`src/rtl/cond_unit.sv`:
```
// Condition-execution stage: holds architectural NZCV flags, evaluates the ARM
// condition field once per instruction and qualifies the control FSM write strobes.
module cond_unit #(
    parameter int unsigned NFLAGS = 4
) (
    input  logic              clk,
    input  logic              reset,
    input  logic [3:0]        Cond,
    input  logic [NFLAGS-1:0] ALUFlags,
    input  logic [1:0]        FlagW,
    input  logic              CondLatch,
    input  logic              PCS,
    input  logic              NextPC,
    input  logic              RegW,
    input  logic              MemW,
    output logic              PCWrite,
    output logic              RegWrite,
    output logic              MemWrite,
    output logic [NFLAGS-1:0] Flags,
    output logic              CarryIn,
    output logic              CondExR
);

    localparam int unsigned N_BIT = 3;
    localparam int unsigned Z_BIT = 2;
    localparam int unsigned C_BIT = 1;
    localparam int unsigned V_BIT = 0;

    logic [NFLAGS-1:0] flags_q;
    logic              cond_ex_q;
    logic              cond_ex;
    logic [1:0]        flag_write;
    logic              n_flag;
    logic              z_flag;
    logic              c_flag;
    logic              v_flag;

    assign n_flag = flags_q[N_BIT];
    assign z_flag = flags_q[Z_BIT];
    assign c_flag = flags_q[C_BIT];
    assign v_flag = flags_q[V_BIT];

    // Condition decode against the current architectural flags; 1111 never passes.
    always_comb begin
        cond_ex = 1'b0;
        case (Cond)
            4'b0000: cond_ex = z_flag;
            4'b0001: cond_ex = ~z_flag;
            4'b0010: cond_ex = c_flag;
            4'b0011: cond_ex = ~c_flag;
            4'b0100: cond_ex = n_flag;
            4'b0101: cond_ex = ~n_flag;
            4'b0110: cond_ex = v_flag;
            4'b0111: cond_ex = ~v_flag;
            4'b1000: cond_ex = c_flag & ~z_flag;
            4'b1001: cond_ex = ~c_flag | z_flag;
            4'b1010: cond_ex = (n_flag == v_flag);
            4'b1011: cond_ex = (n_flag != v_flag);
            4'b1100: cond_ex = ~z_flag & (n_flag == v_flag);
            4'b1101: cond_ex = z_flag | (n_flag != v_flag);
            4'b1110: cond_ex = 1'b1;
            default: cond_ex = 1'b0;
        endcase
    end

    // Flag writes are gated by the condition captured for the current instruction.
    assign flag_write = FlagW & {2{cond_ex_q}};

    always_ff @(posedge clk) begin
        if (reset) begin
            flags_q   <= '0;
            cond_ex_q <= 1'b0;
        end else begin
            if (CondLatch) begin
                cond_ex_q <= cond_ex;
            end
            if (flag_write[1]) begin
                flags_q[N_BIT:Z_BIT] <= ALUFlags[N_BIT:Z_BIT];
            end
            if (flag_write[0]) begin
                flags_q[C_BIT:V_BIT] <= ALUFlags[C_BIT:V_BIT];
            end
        end
    end

    // Fetch increment is never suppressed; everything else waits on the latched condition.
    assign PCWrite  = NextPC | (PCS & cond_ex_q);
    assign RegWrite = RegW & cond_ex_q;
    assign MemWrite = MemW & cond_ex_q;
    assign Flags    = flags_q;
    assign CarryIn  = flags_q[C_BIT];
    assign CondExR  = cond_ex_q;

endmodule
```
`config.mk`:
```
export PLATFORM = sky130hd
export DESIGN_NAME = cond_unit
export DESIGN_NICKNAME = d
export VERILOG_FILES = /design/src/rtl/cond_unit.sv
export SDC_FILE = /design/constraint.sdc
export NUM_CORES = 1
export LEC_CHECK = 0
export ABC_AREA = 1
export ABC_CLOCK_PERIOD_IN_PS = 1850
export CAP_MARGIN = 20
export CORE_AREA = 2 2 39 41
export DETAILED_ROUTE_END_ITERATION = 16
export DIE_AREA = 0 0 41 43
export HOLD_SLACK_MARGIN = 0.08
export PLACE_DENSITY = 0.81
export SETUP_SLACK_MARGIN = 0.3
export SLEW_MARGIN = 20
export SYNTH_ARGS = -nofsm -noshare
export SYNTH_HDL_FRONTEND = slang
export SYNTH_SLANG_ARGS = --single-unit
```
`constraint.sdc`:
```
create_clock -name clk -period 1.85 [get_ports clk]
set_input_delay 0.37 -clock clk [delete_from_list [all_inputs] [get_ports clk]]
set_output_delay 0.37 -clock clk [all_outputs]
set_load 0.01 [all_outputs]
```
==> results of run 1 <==
-- cell type report --
cell class / instances / area [µm²]
well taps: 16 / 20.0
clock buffers: 4 / 26.3
repair buffers: 25 / 241
inverters: 12 / 45.0
fillers: 132 / 679
multi-input cells: 59 / 270
flip-flops and latches: 5 / 101
-- timing repair --
action                     CTS  global route
gates cloned                 0             0
resized for setup            9             9
setup endpoints to repair    6             7
buffers inserted             0             0
hold endpoints to repair     0             0
hold buffers                 0             0
-- cells in the mapped netlist --
| master | count | share of area, % |
|---|---|---|
| nand3b_1 | 1 | 1.8 |
| a211oi_1 | 3 | 5.3 |
| inv_1 | 12 | 11 |
| buf_2 | 1 | 1.2 |
| a21o_1 | 1 | 1.8 |
| nand2_1 | 28 | 25 |
| a21oi_2 | 2 | 4.1 |
| a21oi_1 | 1 | 1.2 |
| nor2_1 | 10 | 8.8 |
| dfxtp_1 | 5 | 24 |
| buf_4 | 1 | 1.8 |
| nand3_1 | 13 | 15 |
-- state kept, by name, indices dropped and copies added, names as in the netlist --
name and cells:
CondExR 1, Flags 4
-- kinds of logic after synthesis --
group | Yosys count
buf+inv | 14
flops | 5
compound gates | 7
simple gates | 52
-- layer usage --
| layer | up-vias | track usage [%] | part of all wire (%) |
|---|---|---|---|
| li1 | 301 | - | - |
| met3 | 0 | 2.62 | 9.3 |
| met4 | 0 | 10.0 | 0 |
| met5 | - | 0 | 0 |
| met2 | 25 | 20.9 | 46 |
| met1 | 233 | 19.3 | 44 |
-- worst paths after layout --
path | startpoint | to | slack, ps
max | Flags[1] | Flags[1] | 330
min | Flags[2] | Flags[2] | 520
max reg2reg | Flags[3] | CondExR | 690
min reg2reg | Flags[2] | Flags[2] | 520
-- power by group through the flow --
stage	clock, W	combinational (W)	sequential [W]
5_1_grt	0.000133	0.000134	0.000126
3_5_place_dp	0	0.000125	0.000126
4_1_cts	0.000134	0.000121	0.000125
3_3_place_gp	0	0.000124	0.000126
2_1_floorplan	0	0.0000549	0.000128
6_report	0.000128	0.000118	0.000125
-- cells in the final DEF (no fill, tap or decap), types with 2 or more instances in the layout --
cell	synthesis	final
dlymetal6s2s_1	0	4
dlygate4sd2_1	0	3
nand2_1	28	28
clkdlybuf4s50_1	0	15
a211oi_1	3	3
a21oi_2	2	2
clkbuf_4	0	3
dfxtp_1	5	4
nand3_1	13	13
nor2_1	10	9
inv_1	12	12
clkbuf_2	0	3
-- per-stage QoR --
stage                     hold WS [ps]  power (W)
after floorplan                    432   0.000183
after global placement             516   0.000250
after detailed placement           515   0.000251
after CTS                          520   0.000380
after global routing               550   0.000393
final                              517   0.000370
==> summary.txt, run 1 <==
Clock tree
  • H-Tree Depth: 1
  • Clock Tree Root: clkbuf_4
  • CTS tree: built
  • Clock buffer depth: 2
  • Clk slew on worst S/H paths: 40 ps
  • CTS Buf Count: 3
  • Worst-skew pair later-pin latency: 240 ps
  • CTS Sinks: 5

Setup path
  • FF-to-FF path depth: 9
  • Critical path's slowest cell: clkdlybuf4s50_1
  • Crit path launch type: flip-flop
  • Critical path type: reg -> out
  • Critical path peak fanout: 4
  • Nature of the critical path endpoint: output port
  • CP Data Arrival Time: 1150 ps
  • CP peak stage delay: 550 ps
  • CP top delay family: buffers and inverters
  • CP bufs+invs: 1
  • Critical Path Stages: 1
  • Critical Path RT: 1480 ps
  • Critical-path cell list: clkdlybuf4s50_1

Floorplan
  • Die extent in y: 43 µm
  • Width of the die: 41 µm
  • Die area: 1760 µm²
  • Starting Density: 30.7%
  • Row count: 14
  • Core Region: 1380 µm²
  • IO Pins: 26

Pwr
  • Internal power: 0.000261 W
  • Worst VDD drop: 342 µV
  • Logic pwr share: 31.9%
  • Clock share of power: 34.4%
  • Switching share of power: 29.6%
  • Pwr Density: 526 nW/µm²
  • Leakage power total: 0.400 nW
  • Sw Pwr: 0.000110 W
  • Sequential share of power: 33.7%

Timing
  • Slew Limit Fails: 0
  • Endpoints failing hold: 0
  • Setup ws final: 334 ps
  • Worst-Margin Slew: 274 ps
  • Worst slew margin: 81.7%
  • Final min period: 1520 ps
  • Worst Skew: 0.292 ps
  • Final setup viols: 0
  • Period utilization: 81.9%
  • Final TNS setup: 0 ps
  • FMAX: 660 MHz
  • RSZ-0062 raised after global routing: yes

GRT
  • Largest net degree at the start of global routing: 10
  • Total Routing Usage GR: 14.8%
  • Total gr overflow: 0
  • First-pass GRT wire length: 1800 µm
  • Initial antenna violation count: 0
  • Vias in the first global route: 500

Placement
  • DP Area: 683 µm²
  • Placed Instances: 117
  • HPWL Detailed: 866 µm
  • Port Buf Inserts: 25
  • Pre-CTS WS: 13.2 ps
  • GPL Wtd Cong: 0.733

Layout
  • Final cell count without fillers: 121
  • Fin area: 704 µm²
  • Final #Nets: 123
  • Final core occ: 50.9%
  • Antenna diodes: 0
  • Area Growth Syn to Fin: 65.6%
  • Layout cells sized above 1: 9.52%

Synth
  • Warnings, synthesis: 0
  • Largest family of logic cells by synthesized area: simple AND/OR/NAND/NOR gates
  • Post-synthesis adder-cell area fraction: 0%
  • Post-Synth XOR/XNOR Area: 0%
  • Avg Cell Area, Syn: 5.45 µm²
  • Area share of and/or/nand/nor cells after synthesis: 50.6%
  • Mapped Area: 425 µm²
  • FF+latch count, synth: 5
  • Yosys cell types: 12
  • Complex-gate fraction of the synthesized area: 12.4%
  • Mapped Nets: 95
  • Post-Syn Instances: 78
  • Multiplexer share of the synthesized area: 0%
  • Sequential element share of the synthesized area: 23.5%

Routing
  • DR iter-0 viols: 7
  • Routed vias/inst: 4.62
  • Routed via count: 559
  • Post-route DRC: 0
  • WL/cell: 8.81 µm
  • DR pass1 iterations: 4
  • Total Wirelength: 1070 µm
  • ANT nets after route: 0

Min path
  • Worst hold path class: reg -> reg
  • Hold Crit Depth: 2

Run
  • Number of max-cap violations: 0

Run status
  • Status: complete, no violations
(Power assumes the default switching activity.)
==> run 2: changes to the inputs <==
--- a/config.mk
+++ b/config.mk
@@ -6,7 +6,7 @@
 export NUM_CORES = 1
 export LEC_CHECK = 0
 export ABC_AREA = 1
-export ABC_CLOCK_PERIOD_IN_PS = 1850
+export ABC_CLOCK_PERIOD_IN_PS = 1500
 export CAP_MARGIN = 20
 export CORE_AREA = 2 2 39 41
 export DETAILED_ROUTE_END_ITERATION = 16
==> constraint.sdc (replaced) <==
create_clock -name clk -period 1.5 [get_ports clk]
set_input_delay 0.3 -clock clk [delete_from_list [all_inputs] [get_ports clk]]
set_output_delay 0.3 -clock clk [all_outputs]
set_load 0.01 [all_outputs]
==> run 2 against run 1 <==
- sequential cell count is the same
- critical path depth grew 1
- sequential power up 23%
- combinational power increased by 36%
==> summary.txt, run 2 (synthesis results as in run 1) <==
Setup path
  • Critical path type: reg -> out
  • CP Data Arrival Time: 880 ps (-270 ps)
  • Critical Path RT: 1200 ps (-280 ps)
  • Nature of the critical path endpoint: output port
  • Crit path launch type: flip-flop
  • Critical path peak fanout: 5 (+1)

Min path
  • Worst hold path class: reg -> reg

Placement
  • GPL Wtd Cong: 0.784 (+7.0%)
  • HPWL Detailed: 942 µm (+8.8%)
  • Port Buf Inserts: 25 (unchanged)
  • DP Area: 721 µm² (+5.5%)

Clock tree
  • Clock buffer depth: 2 (unchanged)
  • Clk slew on worst S/H paths: 40 ps (about the same)
  • CTS Sinks: 5 (unchanged)
  • CTS tree: built
  • CTS Buf Count: 3 (unchanged)
  • Post-CTS Setup Inserts: 0 (unchanged)
  • H-Tree Depth: 1 (unchanged)
  • Worst-skew pair later-pin latency: 250 ps (about the same)
  • Clock Tree Root: clkbuf_4

Layout
  • Final #Nets: 128 (+4.1%)
  • Highest-count cells in the layout ignoring fill and taps: 24 x nand2_1, 12 x nand3_1, 10 x inv_1
  • Commonest non-fill, non-tap cell in the layout: nand2_1
  • Max FFs per register: 4 (unchanged)
  • Fin area: 756 µm² (+7.3%)
  • Layout cells sized above 1: 28.2% (+19 points)
  • Area Growth Syn to Fin: 77.6%
  • Antenna diodes: 0 (unchanged)

Pwr
  • Power Total: 0.000474 W (+28%)
  • Leakage power total: 0.405 nW (+1.2%)
  • Pwr Density: 628 nW/µm² (+19%)
  • Worst VDD drop: 375 µV (+9.9%)

Floorplan
  • Die area: 1760 µm² (unchanged)
  • Starting Density: 30.7% (unchanged)
  • Die extent in y: 43 µm (unchanged)
  • Width of the die: 41 µm (unchanged)
  • Core Region: 1380 µm² (unchanged)
  • IO Pins: 26 (unchanged)
  • Row count: 14 (unchanged)

Routing
  • Routed vias/inst: 4.71 (+2.0%)
  • Top Layer Used: met4
  • DR pass1 iterations: 4 (unchanged)
  • ANT nets after route: 0 (unchanged)
  • Total Wirelength: 1230 µm (+15%)
  • DR iter-0 viols: 12 (+5)
  • Post-route DRC: 0 (unchanged)
  • Routed via count: 594 (+6.3%)
  • Metal-1 WL: 500 µm (+5.9%)
  • Routed wl met2: 605 µm (+22%)
  • WL/cell: 9.72 µm (+10%)
  • Met3 Wirelength: 93 µm (-6.1%)

GRT
  • First-pass GRT wire length: 1920 µm (+6.6%)
  • Initial antenna violation count: 0 (unchanged)
  • Vias in the first global route: 524 (+4.8%)
  • Total Routing Usage GR: 16.3% (+1.6 points)
  • Total gr overflow: 0 (unchanged)
  • Largest net degree at the start of global routing: 10 (unchanged)

Run
  • Number of max-cap violations: 0 (unchanged)

Timing
  • Final min period: 1180 ps
  • Final setup viols: 0 (unchanged)
  • Worst slew margin: 86.6% (+4.9 points)
  • Endpoints failing hold: 0 (unchanged)
  • Slew Limit Fails: 0 (unchanged)
  • FMAX: 848 MHz
  • Period utilization: 78.7%
  • RSZ-0062 raised after global routing: yes
  • Worst-Margin Slew: 200 ps (-73.9 ps)
  • Worst Skew: 2.74 ps (+2.44 ps)

Run status
  • Status: complete, no violations
[run 2: cell types whose count changed in the layout (fill, tap and decap cells not counted), moves of 3 or more]
cell	delta
buf_4	+5
dfxtp_2	+3
nand2_2	+4
clkdlybuf4s15_1	+4
nand2_1	-4
dfxtp_1	-4
clkdlybuf4s50_1	-7
buf_2	+3
[run 2: worst paths after layout]
path,startpoint,endpoint,slack [ps],depth (start not counted)
max,CondExR,PCWrite,320,2
min,Flags[2],Flags[2],500,2
max reg2reg,Flags[0],CondExR,370,9
min reg2reg,Flags[2],Flags[2],500,2
[run 2: stage by stage]
| step | utilization [%] | setup TNS [ps] | std cells | setup slack, ps | hold WS, ps |
|---|---|---|---|---|---|
| global placement | 52.1 | -649 | 122 | -177 | 516 |
| floorplan | - | 0 | 78 | 420 | 362 |
| CTS | 53.0 | 0 | 126 | 52.7 | 496 |
| finish | 54.6 | 0 | 126 | 320 | 496 |
| detailed placement | 52.1 | -704 | 122 | -193 | 517 |
| global route | 54.6 | 0 | 126 | 293 | 509 |
[run 2: repair_timing]
action / CTS / global route
setup endpoints to repair: 10 / 8
resized for setup: 29 / 25
hold endpoints to repair: 0 / 0
hold buffers: 0 / 0
pin swaps: 1 / 8
[run 2: routing by layer]
| metal | global-route usage, % | up-vias |
|---|---|---|
| met4 | 14.0 | 0 |
| li1 | - | 313 |
| met2 | 23.4 | 24 |
| met1 | 19.9 | 253 |
| met5 | 0 | - |
| met3 | 2.62 | 4 |
[run 2: area by class of cell]
type	instances	area, µm²
clock buffer	4	26.3
tap	16	20.0
multi-input combinational	59	288
inverter	12	47.5
fill	139	628
timing repair buffer	30	265
sequential	5	109
[run 2: power breakdown]
group / total [W] / internal (W) / switching [W]
Sequential: 0.000154 / 0.000143 / 0.0000109
Clock: 0.000160 / 0.000101 / 0.0000589
Combinational: 0.000161 / 0.0000842 / 0.0000767
[run 2: worst max-delay path, cell delays in order, from the launching register on]
cell     delay (ps)
dfxtp_2         330
a21o_1          170
buf_2           130
